==> config.mk <==
export PLATFORM = sky130hd
export DESIGN_NAME = addsub_serial
export DESIGN_NICKNAME = d
export VERILOG_FILES = /design/src/rtl/addsub_serial.sv
export SDC_FILE = /design/constraint.sdc
export NUM_CORES = 1
export LEC_CHECK = 0
export BUFFER_PORTS_ARGS = -buffer_cell sky130_fd_sc_hd__buf_2
export CAP_MARGIN = 5
export CORE_MARGIN = 4
export CORE_UTILIZATION = 60
export DETAILED_ROUTE_END_ITERATION = 7
export PLACE_DENSITY = 0.84
export SLEW_MARGIN = 20
export SYNTH_ARGS = -nofsm -noshare
export SYNTH_HDL_FRONTEND = slang
export SYNTH_SLANG_ARGS = --single-unit
==> constraint.sdc <==
create_clock -name clk -period 6.88 [get_ports clk]
set_input_delay 1.376 -clock clk [delete_from_list [all_inputs] [get_ports clk]]
set_output_delay 1.376 -clock clk [all_outputs]
set_load 0.02 [all_outputs]
==> src/rtl/addsub_serial.sv <==
// addsub_serial
//   Multi-cycle two's-complement adder/subtractor. A WIDTH-bit operand pair is
//   processed SLICE bits per clock, LSB slice first, with the ripple carry held
//   in a register between slices. ctrl=0 adds, ctrl=1 subtracts (B inverted,
//   carry-in forced to 1).
//
// Ports
//   clk, rst_n        clock, asynchronous active-low reset
//   in_valid/in_ready operand handshake (in_ready high only in IDLE)
//   a, b, ctrl        operands and operation select, sampled on accept
//   out_valid/out_ready result handshake (out_valid high only in DONE)
//   s                 sum/difference modulo 2^WIDTH
//   c                 carry out of MSB (subtract: 1 = no borrow)
//   ovf               signed overflow (carry into MSB ^ carry out of MSB)
//   zero              s == 0
//
// state | meaning
// ------+---------------------------------------------------------------
// IDLE  | waiting for in_valid; operands are latched on acceptance
// RUN   | one slice per cycle; results committed on the last slice
// DONE  | result valid; held until out_ready
module addsub_serial #(
  parameter int WIDTH = 16,
  parameter int SLICE = 4
) (
  input  logic             clk,
  input  logic             rst_n,
  input  logic             in_valid,
  output logic             in_ready,
  input  logic [WIDTH-1:0] a,
  input  logic [WIDTH-1:0] b,
  input  logic             ctrl,
  output logic             out_valid,
  input  logic             out_ready,
  output logic [WIDTH-1:0] s,
  output logic             c,
  output logic             ovf,
  output logic             zero
);

  localparam int NSLICE = WIDTH / SLICE;
  localparam int IW     = (NSLICE > 1) ? $clog2(NSLICE) : 1;
  localparam logic [IW-1:0] LAST = IW'(NSLICE - 1);

  localparam logic [1:0] ST_IDLE = 2'd0;
  localparam logic [1:0] ST_RUN  = 2'd1;
  localparam logic [1:0] ST_DONE = 2'd2;

  logic [1:0]       state_q, state_d;
  logic [WIDTH-1:0] a_q, a_d;
  logic [WIDTH-1:0] b_q, b_d;     // already conditionally inverted
  logic             carry_q, carry_d;
  logic [IW-1:0]    idx_q, idx_d;
  logic [WIDTH-1:0] acc_q, acc_d; // working sum, separate from s so s only
                                  // changes on completion
  logic [WIDTH-1:0] s_q, s_d;
  logic             c_q, c_d;
  logic             ovf_q, ovf_d;
  logic             zero_q, zero_d;

  logic [SLICE-1:0] a_sl, b_sl;
  logic [SLICE:0]   sl_sum;
  logic             msb_cin;
  int unsigned      off;

  always_comb begin
    off     = int'(idx_q) * SLICE;
    a_sl    = a_q[off +: SLICE];
    b_sl    = b_q[off +: SLICE];
    sl_sum  = {1'b0, a_sl} + {1'b0, b_sl} + {{SLICE{1'b0}}, carry_q};
    // Carry into the top bit of the slice, recovered from the sum bit.
    msb_cin = a_sl[SLICE-1] ^ b_sl[SLICE-1] ^ sl_sum[SLICE-1];

    state_d = state_q;
    a_d     = a_q;
    b_d     = b_q;
    carry_d = carry_q;
    idx_d   = idx_q;
    acc_d   = acc_q;
    s_d     = s_q;
    c_d     = c_q;
    ovf_d   = ovf_q;
    zero_d  = zero_q;

    case (state_q)
      ST_IDLE: begin
        if (in_valid) begin
          a_d     = a;
          b_d     = b ^ {WIDTH{ctrl}};
          carry_d = ctrl;
          idx_d   = '0;
          acc_d   = '0;
          state_d = ST_RUN;
        end
      end
      ST_RUN: begin
        acc_d[off +: SLICE] = sl_sum[SLICE-1:0];
        carry_d             = sl_sum[SLICE];
        if (idx_q == LAST) begin
          s_d     = acc_d;
          c_d     = sl_sum[SLICE];
          ovf_d   = msb_cin ^ sl_sum[SLICE];
          zero_d  = (acc_d == '0);
          state_d = ST_DONE;
        end else begin
          idx_d = idx_q + IW'(1);
        end
      end
      ST_DONE: begin
        if (out_ready) state_d = ST_IDLE;
      end
      default: state_d = ST_IDLE;
    endcase
  end

  always_ff @(posedge clk or negedge rst_n) begin
    if (!rst_n) begin
      state_q <= ST_IDLE;
      a_q     <= '0;
      b_q     <= '0;
      carry_q <= 1'b0;
      idx_q   <= '0;
      acc_q   <= '0;
      s_q     <= '0;
      c_q     <= 1'b0;
      ovf_q   <= 1'b0;
      zero_q  <= 1'b0;
    end else begin
      state_q <= state_d;
      a_q     <= a_d;
      b_q     <= b_d;
      carry_q <= carry_d;
      idx_q   <= idx_d;
      acc_q   <= acc_d;
      s_q     <= s_d;
      c_q     <= c_d;
      ovf_q   <= ovf_d;
      zero_q  <= zero_d;
    end
  end

  assign in_ready  = (state_q == ST_IDLE);
  assign out_valid = (state_q == ST_DONE);
  assign s         = s_q;
  assign c         = c_q;
  assign ovf       = ovf_q;
  assign zero      = zero_q;

endmodule

==> qor.yml, run 1 <==
async_flop_share_pct: 100
synth_top_cells_by_area: "dfrtp_1 50%, mux2_2 5.3%, mux4_2 5.0%, xnor2_1 4.6%, a21oi_1 3.9%"
io_pins: 58
grt_pass1_wl_mm: 12.5
num-fill-cells: 394
grt_overflow: 0
critPathArrivalTime_ns: 3.46
drtIter0Drc: 181
viasPerCell: 5.78
leakage_nw: 1.87
avgSynthCellArea_um2: 11.1
synth-seq-area-share_pct: 50.2
place_ws_ns: 3.71
vias: 2614
insertion_delay_ns: 0.35
synth_area_mm2: 0.00359
post_cts_resized: 0
cts_tree: "built"
die_h_um: 85.3
grt_pass1_vias: 2628
layout_min_cycle_time_ns: 3.23
grt_usage_pct: 22.0
cp_max_fo: 14
synth_warnings: 0
cp.required_ns: 7.11
clock.fmax_mhz: 310
cts_buffer_depth: 2
grt_max_degree: 73
timing.max_cap.violations: 0
synth-edff-count: 0
cts_hold_buf: 0
hold_viol_final: 0
root_buffer: "clkbuf_8"
ys_ff_latch: 72
gp_congestion: 0.872
path_class: "flop to flop"
tightest_slew_ns: 1.00
post_cts_buffers: 0
synth_top_area_share_pct: 50.2
start_util_pct: 63.6
core_mm2: 0.00564
crit_path_end_kind: "flop"
period_share_pct: 46.9
p_total_mw: 2.37
finalSetupViolations: 0
syn2layout_area_growth_pct: 14.2
clock-sinks: 72
antennaDiodeCount: 0
power_density_mw_per_mm2: 579
ir_drop_v: 0.000322
grt_setup_unrepaired: "no"
ant_nets: 0
fin_area_mm2: 0.00410
cp-start-kind: "flop"
drc: 0
slew_violations: 0
rows: 27
place_hpwl_mm: 5.21
fin_skew_ns: 0.00818
fin_ws_ns: 3.65
placed_cell_area_mm2: 0.00388
antenna_found_initial: 0
wl_per_cell_um: 16.1
setup-tns-final_ns: 0
yosys.area.top_type: "dfrtp_1"
cts-htree-levels: 3
drt-total-wl_mm: 7.26
nets: 423
hold_path_class: "flop to flop"
slew_headroom_pct: 33.3
status: "complete, no violations"
synthDistinctLibCells: 41
syn_nets: 370
die_x_um: 85.3
numPortBuffers: 57
first_pass_iters: 5
synthCells: 322
cts_buffers: 9
clkTransAtPathRegs_ns: 0.07
die_area_mm2: 0.00728
drive_gt1_share_pct: 27.9
ys.flop_type: "dfrtp_1"
[area by class of cell]
class	count	area (um^2)	area share (%)
Sequential cell	72	1800	44.0
Inverter	11	41.3	1.01
Clock buffer	13	149	3.63
Clock inverter	3	65.1	1.59
Multi-Input combinational cell	221	1640	40.1
Timing Repair Buffer	60	308	7.51
Tap cell	72	90.1	2.20
[synthesized netlist by cell type, drive strengths merged, types with 2 or more instances]
library cell and n:
clkbuf 5, nand3 2, nor2 24, a21o 2, fa 2, inv 11
o21ai 24, dfrtp 72, a41oi 2, a22oi 6, nor4 3, xnor2 19
mux4 8, nand2 25, nor3 5, mux2 17, ha 9, a21oi 29
nor2b 11, o22ai 4, a22o 8, a32o 5, buf 13, and2 2
nand2b 4
[final timing paths]
path	startpoint	end	slack (ns)	depth (start not counted)
max in group asynchronous	rst_n	a_q[3]	5.08	2
min in group asynchronous	rst_n	s[5]	1.22	2
min reg2reg	s[2]	s[2]	0.48	2
min	s[2]	s[2]	0.48	2
max reg2reg	idx_q[0]	zero	3.65	10
max	idx_q[0]	zero	3.65	10
[registers in the layout, summed over array words and instances (netlist names)]
signal,flops
s,16
idx_q,2
acc_q,16
a_q,16
b_q,16
state_q,2
c,1
ovf,1
carry_q,1
zero,1
[report_power, final]
part           leakage [nW]  switching [mW]  internal (mW)
registers             0.907           0.130          0.606
logic                 0.858           0.761          0.513
clock network         0.108           0.149          0.214
total                  1.87            1.04           1.33
[through the flow]
stage / hold slack, ns / cells / utilization, %
6_report: 0.478 / 452 / 72.6
5_1_grt: 0.504 / 452 / 72.6
4_1_cts: 0.483 / 452 / 72.6
3_5_place_dp: 0.467 / 436 / 68.8
3_3_place_gp: 0.455 / 436 / 68.8
2_1_floorplan: 0.465 / 322 / -
[cells by family after synthesis]
kind of cell	after synthesis	share of synthesized area (%)
buf+inv	29	4.01
compound gates	85	15.1
mux	26	10.6
simple gates	80	11.1
flops	72	50.2
xor+xnor	19	4.64
fa+ha+maj	11	4.26
[worst max-delay path, stage by stage, from the launching register on]
cell and delay (ns):
dfrtp_1 0.59, buf_4 0.31, mux4_2 0.54, fa_1 0.45, inv_1 0.10, fa_1 0.46, inv_1 0.20, and2_1 0.20
nor2_1 0.06, o2111ai_1 0.09, o31ai_1 0.10
[cells in the final DEF (no fill, tap or decap), types with 2 or more instances in the layout]
cell type / n
mux4_2: 8
inv_1: 11
nand2_1: 25
fa_1: 2
buf_2: 57
xnor2_1: 19
dfrtp_1: 72
a21oi_1: 28
a21o_1: 2
clkbuf_1: 3
buf_4: 3
nor4_1: 3
o21ai_0: 23
nor3_2: 2
a32o_1: 5
nand2b_1: 4
a41oi_1: 2
nor3_1: 3
nand3_1: 2
ha_1: 9
a22o_1: 6
bufinv_16: 2
a22oi_1: 6
mux2_2: 17
a22o_2: 2
clkbuf_8: 10
nor2b_1: 11
nor2_1: 24
o22ai_1: 4
[layer usage]
layer / part of all wire (%) / up-vias / global-route usage (%) / routed length [um]
met5: 0 / - / 0 / 0
met4: 1.5 / 0 / 8.63 / 106
met3: 7.2 / 12 / 6.70 / 520
met2: 49 / 90 / 34.3 / 3520
met1: 43 / 1266 / 28.8 / 3110
li1: - / 1246 / - / -
No activity file was read; power rests on OpenSTA's default activity.
==> run 2, diff against run 1 <==
--- a/config.mk
+++ b/config.mk
@@ -5,12 +5,13 @@
 export SDC_FILE = /design/constraint.sdc
 export NUM_CORES = 1
 export LEC_CHECK = 0
+export ABC_AREA = 1
 export BUFFER_PORTS_ARGS = -buffer_cell sky130_fd_sc_hd__buf_2
 export CAP_MARGIN = 5
 export CORE_MARGIN = 4
-export CORE_UTILIZATION = 60
+export CORE_UTILIZATION = 51
 export DETAILED_ROUTE_END_ITERATION = 7
-export PLACE_DENSITY = 0.84
+export PLACE_DENSITY = 0.76
 export SLEW_MARGIN = 20
 export SYNTH_ARGS = -nofsm -noshare
 export SYNTH_HDL_FRONTEND = slang
==> constraint.sdc (replaced) <==
create_clock -name clk -period 2.8 [get_ports clk]
set_input_delay 0.56 -clock clk [delete_from_list [all_inputs] [get_ports clk]]
set_output_delay 0.56 -clock clk [all_outputs]
set_load 0.02 [all_outputs]
==> run 2 against run 1 <==
Effect of this change:
- clock power grew 140%
- largest cell class unchanged
- critical path type unchanged
- wire length grew 13%
- clock skew shrank 0.0019 ns
- global-route usage shrank 1.5 points
- first-iteration DRC count shrank 12%
==> qor.yml, run 2 <==
status: "complete, no violations"
final_util_pct: 62.6
numPortBuffers: 57
crit_top_cell: "nand2_1"
die_h_um: 92.4
die_x_um: 92.4
r2r_cells: 15
core_mm2: 0.00687
async_flop_share_pct: 100
root_buffer: "clkbuf_8"
hold_slack_ns: 0.225
wl_per_cell_um: 13.4
cts_buffer_depth: 2
cp-start-kind: "flop"
antenna_found_initial: 0
synth-seq-area-share_pct: 49.6
cp_max_fo: 7
rr_startpoint: "idx_q[0]"
insertion_delay_ns: 0.35
synth-edff-count: 0
drtIter0Drc: 159
start_util_pct: 52.8
synthCells: 454
ys.flop_type: "dfrtp_1"
rr_endpoint: "zero"
grt_max_degree: 48
nets: 562
clkTransAtPathRegs_ns: 0.07
layout_min_cycle_time_ns: 2.61
period_share_pct: 93.3
synth_warnings: 0
timing.max_cap.violations: 0
grt_overflow: 0
cts_tree: "built"
cts_buffers: 9
fin_cells: 614
most-common-layout-cells: "143 x nand2_1, 70 x dfrtp_1, 57 x buf_2, 54 x o21ai_0, 36 x inv_1"
rows: 30
placed_cells: 598
gp_congestion: 0.922
viasPerCell: 5.11
leakage_nw: 2.22
grt_pass1_vias: 3108
first_pass_iters: 5
grt_pass1_wl_mm: 14.0
fin_skew_ns: 0.00631
num-fill-cells: 628
hold_viol_final: 0
final_common_cell: "nand2_1"
cpMaxStageDelayCell: "dfrtp_2"
synthDistinctLibCells: 23
drc: 0
cp.required_ns: 3.05
crit_path_end_kind: "flop"
finalSetupViolations: 0
rrSetupSlack_ns: 0.19
cts_hold_buf: 0
yosys.area.top_type: "dfrtp_1"
ant_nets: 0
syn_nets: 502
synth_most_common_cell: "nand2_1"
ys_ff_latch: 72
io_pins: 58
die_area_mm2: 0.00853
tightest_slew_ns: 0.635
synth_top_area_share_pct: 49.6
clock.fmax_mhz: 383
synthTopCellsByCount: "144 x nand2_1, 72 x dfrtp_1, 56 x o21ai_0, 38 x inv_1, 33 x nor2_1"
syn2layout_area_growth_pct: 18.4
avgSynthCellArea_um2: 8.00
p_total_mw: 5.49
hold_path_class: "primary input to asynchronous set/reset pin"
ir_drop_v: 0.000514
slowest_delay_ns: 0.48
synth_top_cells_by_area: "dfrtp_1 50%, nand2_1 15%, o21ai_0 7.7%, nand3_1 4.3%, xnor2_1 4.1%"
drt-total-wl_mm: 8.21
synth_area_mm2: 0.00363
path_class: "flop to flop"
critPathArrivalTime_ns: 2.86
cts-htree-levels: 3
slew_headroom_pct: 57.7
power_density_mw_per_mm2: 1280
path_cells: "o21ai_0 -> o22ai_2 -> fa_2 -> inv_2 -> fa_1 -> nor2_2 -> nand3_1 -> nand2_1 -> nor2_1 -> nand2_1 -> nor2_1 -> nand2_1 -> nor2_1 -> nand3_1 -> nand2_1"
drive_gt1_share_pct: 19.7
grt_usage_pct: 20.5
slew_violations: 0
vias: 3138
antennaDiodeCount: 0
place_hpwl_mm: 5.93
clock-sinks: 72
==> run 2: cell types whose count changed after synthesis, sizes merged, moves of 8 or more <==
cell,before,now
mux4,8,0
inv,11,43
nor2b,11,0
a21oi,29,4
nand2,25,145
o21ai,24,61
mux2,17,0
nand3,2,31
a22o,8,0
nor2,24,34
==> run 2: report_power, final <==
part           switching [mW]  leakage [nW]  internal (mW)
clock network           0.378         0.103          0.495
logic                    1.80          1.18           1.02
registers               0.294         0.938           1.50
==> run 2: cells by family after synthesis <==
kind of cell / share of synthesized area [%]
buffers and inverters: 6.69
AND/OR/NAND/NOR: 23.6
AO/OA/AOI/OAI: 11.8
adder cells (fa/ha/maj): 4.21
flip-flops: 49.6
XOR/XNOR: 4.10
==> run 2: timing repair <==
action                     in CTS  in global routing
hold endpoints to repair        0                  0
setup endpoints to repair       0                  3
setup buffers                   0                  1
gates resized for setup         0                 17
==> run 2: final cells by class <==
| class | instances | area, um^2 | area share (%) |
|---|---|---|---|
| clock buffer | 11 | 131 | 3.06 |
| clock inverter | 4 | 70.1 | 1.63 |
| inverter | 43 | 166 | 3.87 |
| multi-input combinational | 320 | 1620 | 37.6 |
| sequential | 72 | 1800 | 42.0 |
| tap | 96 | 120 | 2.79 |
| timing repair buffer | 68 | 392 | 9.11 |
==> run 2: metrics by stage <==
stage | instance area, um^2 | TNS, ns | setup WS (ns)
2_1_floorplan | 3630 | 0 | 0.0231
3_3_place_gp | 4050 | 0 | 0.171
3_5_place_dp | 4050 | 0 | 0.0805
4_1_cts | 4250 | 0 | 0.0572
5_1_grt | 4300 | -0.0171 | -0.0171
6_report | 4300 | 0 | 0.187
==> run 2: how the worst max path moves through the flow <==
stage / start / endpoint / slack, ns
floorplan: idx_q[0] / zero / 0.02
global placement: idx_q[0] / zero / 0.17
detailed placement: idx_q[0] / zero / 0.08
CTS: idx_q[0] / zero / 0.06
global route: idx_q[0] / zero / -0.02
finish: idx_q[0] / zero / 0.19
==> run 2: routing by layer <==
| metal | global-route usage [%] | vias to the layer above | share of wire, % | wire length, um |
|---|---|---|---|---|
| li1 | - | 1572 | - | - |
| met1 | 25.7 | 1464 | 44 | 3610 |
| met2 | 34.8 | 85 | 49 | 4020 |
| met3 | 4.06 | 17 | 5.0 | 412 |
| met4 | 7.80 | 0 | 2.0 | 163 |
| met5 | 0 | - | 0 | 0 |
==> run 2: critical path: cells and delay by family, from the launching register on <==
family / cells / cell delay, ns
adders and majority gates: 2 / 0.84
and+or+nand+nor: 10 / 0.77
DFF: 1 / 0.48
AOI/OAI and AO/OA: 2 / 0.37
buffers and inverters: 1 / 0.07
